$ cat src/rtl/dmem_if.sv
// Data-memory request/response bundle between the MEM stage and its responder.
// The err signal exists only when DMEM_BOUNDS_EN is defined.
interface dmem_if;
   logic [15:0] addr;
   logic        re;
   logic        we;
   logic [15:0] wrt_data;
   logic [15:0] rd_data;
   logic        rdy;
   logic        stall;
`ifdef DMEM_BOUNDS_EN
   logic        err;
`endif

   modport master (
      output addr, re, we, wrt_data,
      input  rd_data, rdy, stall
`ifdef DMEM_BOUNDS_EN
      , input err
`endif
   );

   modport slave (
      input  addr, re, we, wrt_data,
      output rd_data, rdy, stall
`ifdef DMEM_BOUNDS_EN
      , output err
`endif
   );
endinterface

$ cat src/rtl/dmem_responder.sv
// Multi-cycle data-memory responder: completes one access LATENCY cycles after acceptance.
// Optional DMEM_BOUNDS_EN flags out-of-range addresses (err, no write, reads 16'hDEAD).
module dmem_responder #(
   parameter int ADDR_W  = 8,
   parameter int LATENCY = 2
) (
   input  logic   clk,
   input  logic   rst,
   dmem_if.slave  bus
);

   typedef enum logic [1:0] {IDLE, BUSY, DONE} state_t;

   state_t              state;
   state_t              state_nxt;
   logic [3:0]          cnt;
   logic [3:0]          cnt_nxt;
   logic                req;
   logic                enter_done;
   logic                lat_we;
   logic [ADDR_W-1:0]   lat_addr;
   logic [15:0]         lat_data;
   logic                cur_we;
   logic [ADDR_W-1:0]   cur_addr;
   logic [15:0]         cur_data;
   logic                cur_oor;
   logic [15:0]         mem [2**ADDR_W];

   if (LATENCY < 1 || LATENCY > 15) begin : g_bad_latency
      $error("dmem_responder: LATENCY must be within 1..15");
   end

   assign req = bus.re | bus.we;

   // With LATENCY==1 the commit edge is the acceptance edge, so use live inputs in IDLE.
   assign cur_we   = (state == IDLE) ? bus.we                   : lat_we;
   assign cur_addr = (state == IDLE) ? bus.addr[ADDR_W-1:0]     : lat_addr;
   assign cur_data = (state == IDLE) ? bus.wrt_data             : lat_data;

`ifdef DMEM_BOUNDS_EN
   logic lat_oor;
   assign cur_oor = (state == IDLE) ? (|bus.addr[15:ADDR_W]) : lat_oor;
   assign bus.err = (state == DONE) & lat_oor;
`else
   logic unused_hi;
   assign unused_hi = |bus.addr[15:ADDR_W];
   assign cur_oor   = 1'b0;
`endif

   always_comb begin
      state_nxt = state;
      cnt_nxt   = cnt;
      case (state)
         IDLE: begin
            if (req) begin
               cnt_nxt   = 4'(LATENCY - 1);
               state_nxt = (LATENCY == 1) ? DONE : BUSY;
            end
         end
         BUSY: begin
            cnt_nxt = cnt - 4'd1;
            if (cnt == 4'd1) state_nxt = DONE;
         end
         DONE:    state_nxt = IDLE;
         default: state_nxt = IDLE;
      endcase
   end

   assign enter_done = (state_nxt == DONE) && (state != DONE);
   assign bus.rdy    = (state == DONE);
   assign bus.stall  = req & ~bus.rdy;

   always_ff @(posedge clk) begin
      if (rst) begin
         state       <= IDLE;
         cnt         <= 4'd0;
         bus.rd_data <= 16'h0000;
         lat_we      <= 1'b0;
         lat_addr    <= '0;
         lat_data    <= 16'h0000;
`ifdef DMEM_BOUNDS_EN
         lat_oor     <= 1'b0;
`endif
      end else begin
         state <= state_nxt;
         cnt   <= cnt_nxt;
         if (state == IDLE && req) begin
            lat_we   <= bus.we;
            lat_addr <= bus.addr[ADDR_W-1:0];
            lat_data <= bus.wrt_data;
`ifdef DMEM_BOUNDS_EN
            lat_oor  <= |bus.addr[15:ADDR_W];
`endif
         end
         if (enter_done && !cur_we)
            bus.rd_data <= cur_oor ? 16'hDEAD : mem[cur_addr];
      end
   end

   // Array is deliberately left out of reset; a reset on the commit edge drops the write.
   always_ff @(posedge clk) begin
      if (!rst && enter_done && cur_we && !cur_oor)
         mem[cur_addr] <= cur_data;
   end

endmodule
$ cat src/flat_wrapper.sv
// flat-port wrapper written by rule: the top's interface ports become plain ports
module dmem_responder_flat 
#(
   parameter int ADDR_W  = 8,
   parameter int LATENCY = 2
)
  (clk, rst, bus_addr, bus_re, bus_we, bus_wrt_data, bus_rd_data, bus_rdy, bus_stall);
  dmem_if bus_i ();
  input  logic clk;
  input  logic rst;
  input wire logic [$bits(bus_i.addr)-1:0] bus_addr;
  input wire logic [$bits(bus_i.re)-1:0] bus_re;
  input wire logic [$bits(bus_i.we)-1:0] bus_we;
  input wire logic [$bits(bus_i.wrt_data)-1:0] bus_wrt_data;
  output wire logic [$bits(bus_i.rd_data)-1:0] bus_rd_data;
  output wire logic [$bits(bus_i.rdy)-1:0] bus_rdy;
  output wire logic [$bits(bus_i.stall)-1:0] bus_stall;
  assign bus_i.addr = bus_addr;
  assign bus_i.re = bus_re;
  assign bus_i.we = bus_we;
  assign bus_i.wrt_data = bus_wrt_data;
  assign bus_rd_data = bus_i.rd_data;
  assign bus_rdy = bus_i.rdy;
  assign bus_stall = bus_i.stall;
  dmem_responder #(.ADDR_W(ADDR_W), .LATENCY(LATENCY)) u_core (.clk(clk), .rst(rst), .bus(bus_i));
endmodule
$ cat config.mk
export PLATFORM = sky130hd
export DESIGN_NAME = dmem_responder_flat
export DESIGN_NICKNAME = d
export VERILOG_FILES = /design/src/rtl/dmem_if.sv /design/src/rtl/dmem_responder.sv /design/src/flat_wrapper.sv
export SDC_FILE = /design/constraint.sdc
export NUM_CORES = 2
export LEC_CHECK = 0
export BUFFER_PORTS_ARGS = -buffer_cell sky130_fd_sc_hd__buf_2
export CAP_MARGIN = 20
export CELL_PAD_IN_SITES_DETAIL_PLACEMENT = 1
export CELL_PAD_IN_SITES_GLOBAL_PLACEMENT = 1
export CORE_ASPECT_RATIO = 0.9
export CORE_MARGIN = 2
export CORE_UTILIZATION = 45
export DETAILED_ROUTE_END_ITERATION = 10
export PLACE_DENSITY = 0.76
export SLEW_MARGIN = 40
export SYNTH_ARGS = -nofsm -noshare
export SYNTH_HDL_FRONTEND = slang
export SYNTH_SLANG_ARGS = --single-unit
$ cat constraint.sdc
create_clock -name clk -period 5.9 [get_ports clk]
set_input_delay 0.295 -clock clk [delete_from_list [all_inputs] [get_ports clk]]
set_output_delay 0.295 -clock clk [all_outputs]
set_load 0.05 [all_outputs]
### After elaboration in Yosys (flattened, before gate mapping)

Memory sizes are Yosys's and may differ from the RTL's. A register that Yosys moved wholly into a read port is not among the register bits.
Index checks and enable logic that the tools add are counted.

* div/mod/pow operators: 0
* add/sub/neg operators: 1
* shift-type cells: 0
* magnitude comparators: 0
* muxes and demuxes: 10
* equal/unequal tests: 6
* bitwise operators: 3
* multipliers: 0
* reduce and logical (&&, ||, !) cells: 10

Operators by type and width (count)
* 16-bit two-way mux: 1
* 8-bit two-way mux: 1
* 4-bit one-hot mux with 2 select lines: 1
* 1-bit logical AND: 5
* 2-bit equality test, second input constant: 2
* 4-bit by 1-bit equality test with 1-bit output, second input constant: 1
* 2-bit two-way mux: 2
* 4-bit two-way mux: 1
* 2-bit one-hot mux with 2 select lines: 1
* 4-bit by 1-bit subtractor with 4-bit output, second input constant: 1
* 1-bit two-way mux: 3
* 2-bit by 1-bit equality test with 1-bit output, second input constant: 1
* 1-bit zero test: 2
* 2-bit zero test: 1
* 2-bit by 1-bit inequality test with 1-bit output, second input constant: 1
* 2-bit inequality test, second input constant: 1
* 2-bit AND reduction: 1
* 2-bit nonzero test: 1
* 1-bit bitwise AND: 1
* 1-bit inverter: 1
* 1-bit bitwise OR: 1

* latch bits: 0
* input port bits: 36
* memories kept: 1
* bits in read-only memories: 0
* memory bits (writable): 4096
* logic and storage cells: 36
* flip-flop bits (word level): 31
* output and inout port bits: 18

Memories
* u_core.mem: depth 256, bits a word 16, read ports 1, clocked after Yosys merged registers in 1, write ports 1, RTL line dmem_responder.sv:27 `logic [15:0] mem [2**ADDR_W];`

### Depth between registers and ports, before layout

* word-level depth: 9
* gate-level depth with buffers: 13

### Least setup slack after synthesis

Ideal clock, no wire load.

* kind: flip-flop to flip-flop
* start point: register u_core.state[0]
* end point: memory u_core.mem[0][10], data pin
* period minus slack after synthesis: 5.674 ns
* data required time: 5.077 ns
* setup time: 0.823 ns
* path buffers: 6
* setup slack: 0.226 ns
* stages on the path, launching flop included: 10
* arrival time: 4.852 ns
* cell sequence: dfxtp_1 -> buf_4 -> nor2_8 -> buf_6 -> buf_2 -> buf_2 -> buf_1 -> buf_1 -> nand2_1 -> nand2_1

* cells in the longest elaborated chain, start to end: 2

Ends and longest elaborated chain
* from (decl): RTL line dmem_responder.sv:14 `state_t state;`
* from (signal assigned): RTL line dmem_responder.sv:85 `state <= state_nxt;`
* 2-bit zero test: RTL line dmem_responder.sv:38 `assign cur_data = (state == IDLE) ? bus.wrt_data : lat_data;`
* 16-bit two-way mux: RTL line dmem_responder.sv:38
* named net u_core.cur_data[10]: RTL line dmem_responder.sv:25 `logic [15:0] cur_data;`
* to (decl): RTL line dmem_responder.sv:27

The timed path passes the listed nets, and every way through them passes these cells.

### Worst setup path after layout

* start point: register u_core.state[1]
* end point: register u_core.bus.rd_data[2] (read register of u_core.mem)

* cells in the longest elaborated chain, start to end: 5
* elaborated cells between the ends (all ways): 12

Ends and longest elaborated chain
* 2-bit by 1-bit equality test with 1-bit output (tied with other cells): RTL line dmem_responder.sv:53 `case (state)`
* 2-bit one-hot mux with 2 select lines: RTL line dmem_responder.sv:53
* 2-bit equality test: RTL line dmem_responder.sv:69 `assign enter_done = (state_nxt == DONE) && (state != DONE);`
* 1-bit logical AND: RTL line dmem_responder.sv:69
* 1-bit logical AND: RTL line dmem_responder.sv:95 `if (enter_done && !cur_we)`
* to (decl): RTL line dmem_if.sv:25 `output rd_data, rdy, stall`

Several ways; a longest one is shown, not always the timed one.
A chain may end at the register's enable or synchronous reset.

==> qor.csv <==
metric,value,unit
Sum Neg Setup Slack,0,ns
synth unique cells,51,
Clock Latency Late Sink,0.96,ns
CP endpoint kind,register,
Syn Std Cell Area,153000,sq um
PortBufs,45,
initial antenna violation count,26,
number of global-route vias before repair,97000,
Fin. Hold Viols,0,
routed len/inst,35.9,um
sequential cell area,124000,sq um
CP max FO,47,
Yosys reg bits,4143,
pre-CTS setup slack,1.09,ns
Post-CTS Setup Bufs,0,
crit path kind,reg -> reg,
Post-Route WL,503000,um
DRC errors left,0,
main flop type after synthesis,edfxtp_1,
global-route wire length before repair,712000,um
Vias/cell,6.79,
Final Cycle Share,89.4,%
share of cells above drive strength 1,14.0,%
CP peak stage delay,0.77,ns
CTS tree,done,
final net count,9227,
slowest CP cell,o41ai_1,
DR pass1 iterations,6,
DR vias,95300,
register area share after synthesis,80.9,%
RSZ-0062 raised after global routing,false,
final setup vio count,0,
CTS H-tree depth,5,
Fill cells,31300,
Die ar.,345000,sq um
Total GRT Usage,28.4,%
Core Footprint,339000,sq um
clock slew at reported path FFs,0.07,ns
pwr/cell area,384,nW/um^2
CTS sink count,4143,
I/O pin count,54,
Final min period,5.28,ns
final worst slack,0.623,ns
asr flop ratio synth,0,%
Total Power,67.3,mW
Multi-input gate area,26600,sq um
worst-margin pin slew,1.10,ns
Placed Area,162000,sq um
CP required,6.68,ns
Synth Warn #,0,
Leakage,53.8,nW
remaining antenna violation count,0,
status,"finished, final reports clean",
Worst Setup Start Kind,register,
"Slew Viols, Final",0,
Starting Density,45.2,%
MaxCap Viol Count,0,
HP Class,in -> reg,
Std-Cell Rows,203,
drt first-iter violations,15500,
hold slack,0.0677,ns
Area Growth Syn to Fin,14.5,%
Peak VDD IR,0.371,mV
Clock Path Buffers,4,
DP HPWL,279000,um
crit-path cells,nor2_8 > o21ai_4 > buf_12 > buf_12 > buf_4 > a22oi_1 > a21oi_1 > o41ai_1 > o221ai_1 > nor4_1 > buf_4 > a211oi_1,
top achievable clock speed,189,MHz
Synth Net Count,8796,
Post-Synthesis Cells,8758,
Slew headroom,25.7,%
Final GP Congestion,0.839,
root buf cell,clkbuf_16,
post-route cell area,175000,sq um
Die X,619,um
# hold bufs at CTS,32,
Post-Synthesis Mean Instance Area,17.5,sq um
Inserted Clock Buffers,387,
post_cts resized,0,
total grt overflow,0,
Crit path arrival time,6.06,ns
chip height,558,um
Worst Skew,0.0959,ns
largest net degree at the start of global routing,189,
Post-synth EDFFs,4096,
-- cells in the final DEF (no fill, tap or decap), types with 15 or more instances in the layout --
cell and instances:
nor4_1 28, o41ai_1 183, edfxtp_1 4096, a22o_1 32, nor2_1 283, buf_12 78
diode_2 18, nand4_1 15, a41oi_1 30, clkinv_2 69, o22ai_1 21, clkinv_1 88
buf_4 524, bufinv_16 52, buf_2 46, a21oi_1 1039, o41ai_2 40, dlygate4sd3_1 32
dfxtp_1 47, a221oi_1 32, a22oi_1 1984, clkbuf_1 72, clkbuf_16 395, nand2_1 102
-- through the flow --
stage	utilization [%]	std cells
2_1_floorplan	-	8758
3_3_place_gp	47.6	13300
3_5_place_dp	47.7	13300
4_1_cts	51.6	14000
5_1_grt	51.7	14000
6_report	51.7	14000
-- per-layer routing --
| layer | up-vias | GRT usage [%] | part of all wire, % |
|---|---|---|---|
| met4 | 16 | 15.3 | 6.0 |
| met1 | 49100 | 36.6 | 36 |
| met3 | 1463 | 6.76 | 11 |
| met2 | 7392 | 44.8 | 47 |
| li1 | 37300 | - | - |
| met5 | - | 0 | 0.031 |
-- where the power goes --
| group | switching [mW] | internal (mW) |
|---|---|---|
| Clock | 11.2 | 14.6 |
| Sequential | 0.0533 | 33.4 |
| Combinational | 6.20 | 1.89 |
-- critical path, delay by kind of cell, from the launching register on --
family,cells,cell delay (ns)
AO/OA/AOI/OAI,6,2.29
AND/OR/NAND/NOR,2,1.17
buffers and inverters,4,1.10
flip-flops,1,0.47
-- sequential cells by signal (all words and copies together), names as in the netlist --
| name | count |
|---|---|
| u_core.lat_we | 1 |
| u_core.bus.rd_data | 16 |
| u_core.state | 2 |
| u_core.lat_addr | 8 |
| u_core.cnt | 4 |
| u_core.lat_data | 16 |
| u_core.mem | 4096 |
-- layout make-up --
| type | instances | share of cell area, % |
|---|---|---|
| antenna | 18 | 0.0257 |
| clock buffer | 468 | 5.80 |
| clock inverter | 237 | 1.47 |
| inverter | 7 | 0.0150 |
| multi-input combinational | 3951 | 15.2 |
| sequential | 4143 | 70.7 |
| tap | 4510 | 3.22 |
| timing repair buffer | 699 | 3.65 |
-- final timing paths --
kind / start / endpoint / slack [ns] / cells past startpoint
setup / recovery: u_core.state[1] / u_core.bus.rd_data[2] / 0.62 / 12
hold / removal: rst / u_core.state[1] / 0.07 / 3
setup reg to reg: u_core.state[1] / u_core.bus.rd_data[2] / 0.62 / 12
hold reg to reg: u_core.lat_data[5] / u_core.lat_data[5] / 0.46 / 2
-- cell families after synthesis --
kind of cell / count (synthesis) / synth area share (%)
AO/OA/AOI/OAI: 3438 / 15.4
flip-flops: 4143 / 80.9
AND/OR/NAND/NOR: 511 / 1.41
adder cells (fa/ha/maj): 2 / 0.0163
buffers and inverters: 664 / 2.25
-- Yosys cell counts (all sizes together) (2+ instances only) --
library cell / n / area [sq um]
nand3b: 4 / 30.0
or2: 2 / 12.5
o31a: 2 / 17.5
a31oi: 4 / 55.1
edfxtp: 4096 / 123000
a311oi: 3 / 26.3
nand3: 11 / 55.1
nand2: 132 / 495
o211ai: 2 / 20.0
a221oi: 32 / 280
o31ai: 4 / 48.8
inv: 7 / 26.3
nor3: 5 / 25.0
dfxtp: 47 / 941
a2111oi: 7 / 61.3
nor3b: 2 / 15.0
nand2b: 5 / 31.3
o41ai: 226 / 1980
ha: 2 / 25.0
or4b: 2 / 27.5
o21a: 7 / 52.6
nor2b: 2 / 12.5
a211oi: 14 / 105
nor2: 290 / 1100
a41oi: 34 / 298
buf: 529 / 2940
o22ai: 21 / 131
nand4: 15 / 93.8
a22oi: 1984 / 14900
a22o: 32 / 280
o21ai: 22 / 144
clkbuf: 128 / 480
a21oi: 1040 / 5200
a41o: 2 / 20.0
nor4: 30 / 188
or3: 9 / 56.3
Power figures use the tool's default switching activity.
